`src/rtl/cache_meta_pkg.sv`:
```
// rtl/cache_meta_pkg.sv - shared types, op encoding and reset-age helper for cache_meta_store
package cache_meta_pkg;

    localparam int unsigned DEF_NUM_SETS = 4;
    localparam int unsigned DEF_NUM_WAYS = 4;
    localparam int unsigned DEF_ID_W     = 7;
    // Stored ID field is sized for the widest supported ID_W; narrower IDs are zero-extended.
    localparam int unsigned ID_W_MAX     = 16;

    typedef struct packed {
        logic                v;
        logic                d;
        logic                ptc;
        logic [ID_W_MAX-1:0] id;
    } line_t;

    typedef enum logic [1:0] {
        OP_NONE = 2'd0,
        OP_WB   = 2'd1,
        OP_SW   = 2'd2,
        OP_EX   = 2'd3
    } op_e;

    function automatic op_e op_decode(input logic ex, input logic sw, input logic wb);
        if (ex) return OP_EX;
        if (sw) return OP_SW;
        if (wb) return OP_WB;
        return OP_NONE;
    endfunction

    function automatic int unsigned reset_age(input int unsigned way_idx);
        return way_idx;
    endfunction

endpackage

```
`src/rtl/cache_meta_line.sv`:
```
// rtl/cache_meta_line.sv - one cache line's V/D/PTC/ID register with op and completion next-state
module cache_meta_line
    import cache_meta_pkg::*;
#(
    parameter int unsigned ID_W = DEF_ID_W
) (
    input  logic            clk,
    input  logic            rst,
    input  logic            i_sel,
    input  op_e             i_op,
    input  logic [ID_W-1:0] i_id,
    input  logic            i_cmpl_valid,
    input  logic [ID_W-1:0] i_cmpl_id,
    input  logic            i_inv,
    output line_t           o_line
);

    line_t r_line;
    line_t w_next;

    // Completion is applied first so a same-cycle op on this line overrides it.
    always_comb begin
        w_next = r_line;
        if (i_cmpl_valid && r_line.v && r_line.ptc && (r_line.id == ID_W_MAX'(i_cmpl_id)))
            w_next.ptc = 1'b0;
        if (i_sel) begin
            case (i_op)
                OP_EX: begin
                    w_next.v   = 1'b1;
                    w_next.d   = 1'b0;
                    w_next.ptc = 1'b0;
                end
                OP_SW: begin
                    w_next.v   = 1'b1;
                    w_next.d   = 1'b1;
                    w_next.ptc = 1'b1;
                    w_next.id  = ID_W_MAX'(i_id);
                end
                OP_WB: begin
                    if (r_line.v)
                        w_next.d = 1'b0;
                end
                default: ;
            endcase
        end
        if (i_inv) begin
            w_next.v   = 1'b0;
            w_next.d   = 1'b0;
            w_next.ptc = 1'b0;
        end
    end

    always_ff @(posedge clk or posedge rst) begin
        if (rst)
            r_line <= '0;
        else
            r_line <= w_next;
    end

    assign o_line = r_line;

endmodule

```
`src/rtl/cache_meta_store.sv`:
```
// rtl/cache_meta_store.sv - set-associative metadata store with true-LRU and victim select; CACHE_META_INV_EN adds set invalidate
module cache_meta_store
    import cache_meta_pkg::*;
#(
    parameter  int unsigned NUM_SETS = DEF_NUM_SETS,
    parameter  int unsigned NUM_WAYS = DEF_NUM_WAYS,
    parameter  int unsigned ID_W     = DEF_ID_W,
    localparam int unsigned IDX_W    = $clog2(NUM_SETS),
    localparam int unsigned AGE_W    = $clog2(NUM_WAYS)
) (
    input  logic                      clk,
    input  logic                      rst,
    input  logic                      req_valid,
    input  logic [IDX_W-1:0]          index,
    input  logic [NUM_WAYS-1:0]       way,
    input  logic                      ex,
    input  logic                      sw,
    input  logic                      wb,
    input  logic [ID_W-1:0]           id_in,
    input  logic                      cmpl_valid,
    input  logic [ID_W-1:0]           cmpl_id,
`ifdef CACHE_META_INV_EN
    input  logic                      inv,
`endif
    output logic [NUM_WAYS-1:0]       valid_out,
    output logic [NUM_WAYS-1:0]       dirty_out,
    output logic [NUM_WAYS-1:0]       ptc_out,
    output logic [NUM_WAYS*AGE_W-1:0] lru_ages,
    output logic [NUM_WAYS-1:0]       victim
);

    line_t            w_line [NUM_SETS][NUM_WAYS];
    logic [AGE_W-1:0] r_age  [NUM_SETS][NUM_WAYS];

    logic             w_touch;
    logic             w_inv;
    op_e              w_op;
    logic [AGE_W-1:0] w_tway;
    logic [AGE_W-1:0] w_told;

    assign w_touch = req_valid && (way != '0);
    assign w_op    = op_decode(ex, sw, wb);
`ifdef CACHE_META_INV_EN
    assign w_inv   = req_valid && inv;
`else
    assign w_inv   = 1'b0;
`endif

    for (genvar s = 0; s < NUM_SETS; s++) begin : g_set
        for (genvar w = 0; w < NUM_WAYS; w++) begin : g_way
            cache_meta_line #(.ID_W(ID_W)) u_line (
                .clk          (clk),
                .rst          (rst),
                .i_sel        (w_touch && (index == IDX_W'(s)) && way[w]),
                .i_op         (w_op),
                .i_id         (id_in),
                .i_cmpl_valid (cmpl_valid),
                .i_cmpl_id    (cmpl_id),
                .i_inv        (w_inv && (index == IDX_W'(s))),
                .o_line       (w_line[s][w])
            );
        end
    end

    always_comb begin
        w_tway = '0;
        for (int w = 0; w < int'(NUM_WAYS); w++)
            if (way[w])
                w_tway = w_tway | AGE_W'(w);
    end

    assign w_told = r_age[index][w_tway];

    // Touch: the touched way becomes youngest, everything younger than it ages by one.
    always_ff @(posedge clk or posedge rst) begin
        if (rst) begin
            for (int unsigned s = 0; s < NUM_SETS; s++)
                for (int unsigned w = 0; w < NUM_WAYS; w++)
                    r_age[s][w] <= AGE_W'(reset_age(w));
        end else if (w_inv) begin
            for (int unsigned w = 0; w < NUM_WAYS; w++)
                r_age[index][w] <= AGE_W'(reset_age(w));
        end else if (w_touch) begin
            for (int unsigned w = 0; w < NUM_WAYS; w++) begin
                if (way[w])
                    r_age[index][w] <= '0;
                else if (r_age[index][w] < w_told)
                    r_age[index][w] <= r_age[index][w] + AGE_W'(1);
            end
        end
    end

    always_comb begin
        valid_out = '0;
        dirty_out = '0;
        ptc_out   = '0;
        lru_ages  = '0;
        for (int w = 0; w < int'(NUM_WAYS); w++) begin
            valid_out[w]                = w_line[index][w].v;
            dirty_out[w]                = w_line[index][w].d;
            ptc_out[w]                  = w_line[index][w].ptc;
            lru_ages[w*AGE_W +: AGE_W]  = r_age[index][w];
        end
    end

    logic             w_have_inv;
    logic             w_have_np;
    logic [AGE_W-1:0] w_inv_way;
    logic [AGE_W-1:0] w_np_way;
    logic [AGE_W-1:0] w_np_age;
    logic [AGE_W-1:0] w_lru_way;

    // Invalid ways first, then the oldest non-pending way, else the plain LRU way.
    always_comb begin
        w_have_inv = 1'b0;
        w_have_np  = 1'b0;
        w_inv_way  = '0;
        w_np_way   = '0;
        w_np_age   = '0;
        w_lru_way  = '0;
        victim     = '0;
        for (int w = int'(NUM_WAYS) - 1; w >= 0; w--) begin
            if (!valid_out[w]) begin
                w_have_inv = 1'b1;
                w_inv_way  = AGE_W'(w);
            end
        end
        for (int w = 0; w < int'(NUM_WAYS); w++) begin
            if (r_age[index][w] == AGE_W'(NUM_WAYS - 1))
                w_lru_way = AGE_W'(w);
            if (!ptc_out[w] && (!w_have_np || (r_age[index][w] > w_np_age))) begin
                w_have_np = 1'b1;
                w_np_age  = r_age[index][w];
                w_np_way  = AGE_W'(w);
            end
        end
        if (w_have_inv)
            victim[w_inv_way] = 1'b1;
        else if (w_have_np)
            victim[w_np_way] = 1'b1;
        else
            victim[w_lru_way] = 1'b1;
    end

    always_ff @(posedge clk) begin
        if (!rst && req_valid)
            assert ($onehot0(way));
    end

endmodule

```
`config.mk`:
```
export PLATFORM = sky130hd
export DESIGN_NAME = cache_meta_store
export DESIGN_NICKNAME = d
export VERILOG_FILES = /design/src/rtl/cache_meta_pkg.sv /design/src/rtl/cache_meta_line.sv /design/src/rtl/cache_meta_store.sv
export SDC_FILE = /design/constraint.sdc
export NUM_CORES = 1
export LEC_CHECK = 0
export CAP_MARGIN = 20
export CORE_ASPECT_RATIO = 1.4
export CORE_MARGIN = 2
export CORE_UTILIZATION = 55
export CTS_BUF_LIST = sky130_fd_sc_hd__clkbuf_16
export DETAILED_ROUTE_END_ITERATION = 10
export HOLD_SLACK_MARGIN = 0.06
export PLACE_DENSITY = 0.78
export SYNTH_ARGS = -nofsm -noshare
export SYNTH_HDL_FRONTEND = slang
export SYNTH_SLANG_ARGS = --single-unit
```
`constraint.sdc`:
```
create_clock -name clk -period 7.1 [get_ports clk]
set_clock_uncertainty 0.1 [all_clocks]
set_input_delay 1.42 -clock clk [delete_from_list [all_inputs] [get_ports clk]]
set_output_delay 1.42 -clock clk [all_outputs]
set_load 0.02 [all_outputs]
```
==> results of run 1 <==
## cell families after synthesis
group / synth area share, %
AO/OA/AOI/OAI: 11.19
flip-flops: 46.41
XOR/XNOR: 9.520
AND/OR/NAND/NOR: 9.340
adder cells (fa/ha/maj): 1.565
multiplexers: 19.15
buffers and inverters: 2.828
## sequential cells by signal, summed over array words and instances, names as in the netlist
| register | cells |
|---|---|
| g_set.g_way.u_line.o_line | 160 |
| r_age | 32 |
## power by group through the flow
stage,combinational (mW),sequential (mW),clock (mW)
CTS,1.41,1.53,0.978
global placement,1.30,1.54,0
global route,1.59,1.56,1.03
floorplan,0.946,1.49,0
finish,1.47,1.53,0.968
detailed placement,1.34,1.55,0
## how the worst min path moves through the flow
stage / from / to / depth (start not counted)
6_report: g_set[3].g_way[1].u_line.o_line[17] / g_set[3].g_way[1].u_line.o_line[17] / 1
3_3_place_gp: g_set[2].g_way[0].u_line.o_line[17] / g_set[2].g_way[0].u_line.o_line[17] / 1
4_1_cts: g_set[3].g_way[1].u_line.o_line[17] / g_set[3].g_way[1].u_line.o_line[17] / 1
3_5_place_dp: g_set[3].g_way[2].u_line.o_line[17] / g_set[3].g_way[2].u_line.o_line[17] / 1
5_1_grt: r_age[19] / r_age[19] / 1
2_1_floorplan: g_set[2].g_way[0].u_line.o_line[17] / g_set[2].g_way[0].u_line.o_line[17] / 1
## cells in the final DEF, fill, tap and decap left out, types with 6 or more instances in the layout
master           instances
nand2_1                 23
and3_1                   6
xnor2_1                 80
inv_6                    6
buf_4                   35
or2_2                   15
dfstp_2                 16
mux2_2                 126
mux2_1                   6
a21o_1                  19
clkbuf_16               18
o22ai_1                 11
o41ai_2                  6
xor2_1                  33
nand3_1                 36
nor2_2                  15
nand4_1                 17
clkdlybuf4s50_1         44
inv_1                   10
nor2_1                  36
o41ai_1                 17
mux4_2                  20
ha_1                     8
dfrtp_1                176
a21oi_1                 15
o211ai_1                 7
o21ai_0                 18
or3_1                    6
## area by class of cell
class / count / area [um^2] / area share, %
flip-flops and latches: 192 / 4825 / 40.14
well taps: 244 / 305.3 / 2.540
multi-input cells: 615 / 5419 / 45.09
inverters: 14 / 62.56 / 0.5205
clock buffers: 17 / 425.4 / 3.539
clock inverters: 15 / 173.9 / 1.447
repair buffers: 89 / 808.3 / 6.725
## through the flow
stage	cells	TNS [ns]	total power, mW	setup WS [ns]
finish	1186	0	3.976	0.1334
global placement	1149	-3.022	2.842	-0.8393
global route	1186	-0.06374	4.183	-0.06374
CTS	1181	0	3.921	0.06215
detailed placement	1149	-3.400	2.884	-0.9218
floorplan	875	0	2.434	0.01661
## repair_timing
action | 4_1_cts | 5_1_grt
buffers inserted | 0 | 3
setup endpoints to repair | 4 | 4
pin swaps | 12 | 14
gates resized for setup | 42 | 14
## routing by layer
| layer | share of wire (%) | track usage (%) | wire (um) | vias to the layer above |
|---|---|---|---|---|
| li1 | - | - | - | 3309 |
| met1 | 39 | 32.91 | 10230 | 3823 |
| met2 | 53 | 47.33 | 13920 | 258 |
| met3 | 4.3 | 4.349 | 1139 | 79 |
| met4 | 4.3 | 13.20 | 1147 | 0 |
| met5 | 0 | 0 | 0 | - |
==> flow_summary.ini, run 1 <==
[outcome]
status = finished, final reports clean

[critical_path]
rr_endpoint = r_age[13]
cp.arrival_ns = 5.45
cp-start-kind = input pin
cpLargestDelayFamily = compound AO/OA/AOI/OAI gates
critical_path_required_ns = 5.58
critPathKind = in -> out
timing.rr.start = r_age[1]
rrSetupSlack_ns = 3.47
reg2reg_depth = 10
path_buf_inv = 5
cpPeakStageDelay_ns = 0.56
cp_max_fo = 5
endpoint_kind = output port
cp_cell_sequence = buf_6 > buf_6 > mux4_2 > nor2b_4 > inv_2 > ha_4 > nor2b_4 > o21ai_2 > a21o_1 > mux2_4 > inv_4 > ha_4 > nor2b_4 > o21ai_2 > a21oi_2 > mux2_4 > ha_4 > nand2b_4 > a221o_1 > o211a_1 > a21oi_2 > o21ai_1 > buf_4
cp.depth = 23
crit_start = index[0]
cp-endpoint = victim[0]
slowest_stage = mux4_2

[clock_network]
cts_hold_buf = 0
cts_tree = yes
numCtsBuffers = 17
root_buffer = clkbuf_16
cts.sinks = 192
clk_pin_slew_ns = 0.07
clockBufferDepth = 2
clk_latency_ns = 0.43
htreeDepth = 4

[die]
die_w_um = 120.2
fp-row-count = 59
coreArea_um2 = 18530
initial_core_util_pct = 56.11
die_y_um = 166.7
die-area_um2 = 20030
io_pins = 51

[layout]
stdcell_area_um2 = 12020
final_core_util_pct = 64.87
drive_gt1_share_pct = 33.01
fillers = 1399
area_growth_pct = 15.61
fin_nets = 969
diodes = 0

[detailed_routing]
drt_wl_total_mm = 26.44
first_pass_iters = 5
vias_per_cell = 6.298
num_vias = 7469
drc_errors = 0
wl_per_cell_um = 22.29
antenna_left = 0
drtIter0Drc = 515

[sta]
slew_headroom_pct = 22.19
setup_viol = 0
period_needed_ns = 6.967
worstMarginPinSlew_ns = 1.163
fin_crit_sh_pct = 98.12
hold_viol = 0
holdWs_ns = 0.3795
fmax_ghz = 0.1435
slew_viol_final = 0
rsz0062_at_grt = true

[grt]
gr-total-overflow = 0
grt_max_degree = 140
grt_pass1_wl_mm = 42.18
antenna_found_initial = 0
track_usage_pct = 27.30
grt_pass1_vias = 7823

[power_and_ir_drop]
pwr-share-seq_pct = 38.6
power.density_nw_per_um2 = 330.8
p_leak_nw = 5.025
vdd_drop_max_mv = 0.2052
intPower_mw = 2.641
combPwrFrac_pct = 37.1
p_switching_mw = 1.335
clockPowerShare_pct = 24.4
switching_share_pct = 33.58

[yosys]
synth_nets = 915
synthTopCellsByCount = dfrtp_1 (176), mux2_2 (129), xnor2_1 (80)
synth_top_area_share_pct = 42.36
synth_seq_cells = 192
avgSynthCellArea_um2 = 11.88
syn-cell-area_um2 = 10400
synth.most_common_cell = dfrtp_1
synth_cells = 875
synth_cell_types = 67
synth_area_leaders = dfrtp_1 (42%), mux2_2 (14%), xnor2_1 (6.7%)
synth-edff-count = 0
synth-main-ff-cell = dfrtp_1
seq_area_frac_synth_pct = 46.41
async_flop_share_pct = 100.0
synth.largest_area_cell = dfrtp_1
yosys_warnings = 0

[placed_design]
place_area_um2 = 11240
place.port_buffers = 50
routabilityCongestion = 0.9359
hpwl_mm = 18.21

[job]
drv_cap = 0

[min_path]
hp-class = reg -> reg
Note: power is estimated with default switching activity, not from simulation.
==> run 2: changes to the inputs <==
--- a/config.mk
+++ b/config.mk
@@ -8,11 +8,13 @@
 export CAP_MARGIN = 20
 export CORE_ASPECT_RATIO = 1.4
 export CORE_MARGIN = 2
-export CORE_UTILIZATION = 55
+export CORE_UTILIZATION = 56
 export CTS_BUF_LIST = sky130_fd_sc_hd__clkbuf_16
+export CTS_CLUSTER_DIAMETER = 100
 export DETAILED_ROUTE_END_ITERATION = 10
 export HOLD_SLACK_MARGIN = 0.06
 export PLACE_DENSITY = 0.78
 export SYNTH_ARGS = -nofsm -noshare
 export SYNTH_HDL_FRONTEND = slang
+export SYNTH_HIERARCHICAL = 1
 export SYNTH_SLANG_ARGS = --single-unit
==> run 2 against run 1 <==
Utilization up 1.3 points. First-iteration DRC count grew 26%. Global-route usage grew 0.64 points. Non-clock buffer count shrank 4. Via count rose by 3.2%. Synthesized cell count rose by 3.4%. Combinational power shrank 40%. Largest power group unchanged. Highest routed layer unchanged. Sequential share of layout area shrank 2.2 points. Worst hold slack worse by 0.0055 ns.
==> flow_summary.ini, run 2 <==
[outcome]
status = finished, final reports clean

[layout]
area_growth_pct = 15.40
layout_commonest_cell = dfrtp_1
final_core_util_pct = 66.12
layout_common_cells = dfrtp_1 (176), mux2_4 (116), xnor2_1 (80)
drive_gt1_share_pct = 24.81
largest_reg_flops = 160
fin_nets = 1083
diodes = 0
fin_cells = 1304
stdcell_area_um2 = 12710

[min_path]
hp-class = reg -> reg
min_from = r_age[9]
hold_depth = 2

[sta]
slew_headroom_pct = 25.46
setup_viol = 0
worst_slack_ns = 0.06659
holdWs_ns = 0.3740
fmax_ghz = 0.1422
worstMarginPinSlew_ns = 1.115
period_needed_ns = 7.033
fin_setup_tns_ns = 0
hold_viol = 0
slew_viol_final = 0
fin_crit_sh_pct = 99.06

[critical_path]
cp_max_fo = 3
reg2reg_depth = 12
path_buf_inv = 4
cpLargestDelayFamily = compound AO/OA/AOI/OAI gates
cp_cell_sequence = buf_6 > mux4_2 > nor2b_4 > inv_2 > ha_4 > nor2b_2 > a2bb2oi_2 > o21bai_4 > mux2_4 > inv_2 > ha_4 > nor2b_2 > o21ai_2 > a21oi_2 > mux2_4 > ha_1 > nand2b_4 > a221o_1 > o211a_1 > a21oi_2 > o21ai_1 > buf_2
endpoint_kind = output port
critPathKind = in -> out
timing.rr.start = r_age[23]
cpPeakStageDelay_ns = 0.55
cp.depth = 22
crit_start = index[0]
slowest_stage = mux4_2
cp-start-kind = input pin
cp.arrival_ns = 5.51
critical_path_required_ns = 5.58

[power_and_ir_drop]
vdd_drop_max_mv = 0.1856
power_mw = 3.259
p_leak_nw = 5.832
power.density_nw_per_um2 = 256.5

[die]
fp-row-count = 60
die_y_um = 169.9
die_w_um = 122.5
io_pins = 51
initial_core_util_pct = 57.30
die-area_um2 = 20820
coreArea_um2 = 19220

[yosys]
avgSynthCellArea_um2 = 12.17
syn-cell-area_um2 = 11010
yosys_warnings = 6
synth_cells = 905

[placed_design]
place.port_buffers = 50
place_inst = 1267
routabilityCongestion = 0.8648
detailedPlace.worstSlack_ns = -0.8285
place_area_um2 = 12020
hpwl_mm = 18.34

[clock_network]
numCtsBuffers = 17
root_buffer = clkbuf_16
clk_pin_slew_ns = 0.08
cts_tree = yes
htreeDepth = 4
cts_hold_buf = 0
clk_latency_ns = 0.43
clockBufferDepth = 2
cts.sinks = 192

[detailed_routing]
drtIter0Drc = 647
antenna_left = 0
wl_per_cell_um = 21.06
vias_per_cell = 5.912
drc_errors = 0
num_vias = 7709
drt_wl_total_mm = 27.46
first_pass_iters = 5

[grt]
track_usage_pct = 27.94
antenna_found_initial = 0
grt_pass1_wl_mm = 43.87
gr-total-overflow = 0
grt_max_degree = 65
grt_pass1_vias = 8034

[job]
drv_cap = 0
run 2: final timing paths:
check	endpoint	slack, ns
max	victim[0]	0.07
min reg2reg	r_age[9]	0.37
min	r_age[9]	0.37
max in group asynchronous	r_age[20]	4.42
max reg2reg	r_age[3]	3.52
min in group asynchronous	g_set[0].g_way[1].u_line/o_line[4]	1.96
run 2: layout make-up:
type	instances	area (um^2)
Clock buffer	17	425.4
Clock inverter	15	168.9
Fill cell	1417	6511
Inverter	30	112.6
Multi-Input combinational cell	717	6106
Sequential cell	192	4825
Tap cell	248	310.3
Timing Repair Buffer	85	759.5
run 2: what timing repair did:
action                                 4_1_cts  5_1_grt
endpoints found under the hold margin        0        0
setup endpoints to repair                    4        4
buffers inserted                             4        1
resized for setup                           24       12
pin swaps                                    4        8
run 2: power by group:
part / internal [mW] / switching (mW)
Combinational: 0.504 / 0.375
Sequential: 1.28 / 0.137
Clock: 0.503 / 0.456
Total: 2.29 / 0.968
run 2: metal layers:
metal	vias to the layer above	part of all wire (%)	track usage, %
li1	3470	-	-
met3	62	4.5	4.725
met5	-	0	0
met1	3907	40	34.79
met2	270	51	46.84
met4	0	4.3	13.69
run 2: tightest hold or removal path: stages (launching register included):
cell and delay [ns]:
dfstp_2 0.37, inv_1 0.04, o32ai_1 0.06
==> run 3: changes to the inputs <==
--- a/config.mk
+++ b/config.mk
@@ -5,7 +5,6 @@
 export SDC_FILE = /design/constraint.sdc
 export NUM_CORES = 1
 export LEC_CHECK = 0
-export CAP_MARGIN = 20
 export CORE_ASPECT_RATIO = 1.4
 export CORE_MARGIN = 2
 export CORE_UTILIZATION = 56
==> results of run 3 <==
Same layout as run 2: the final DEF is identical, and so are final timing and power.
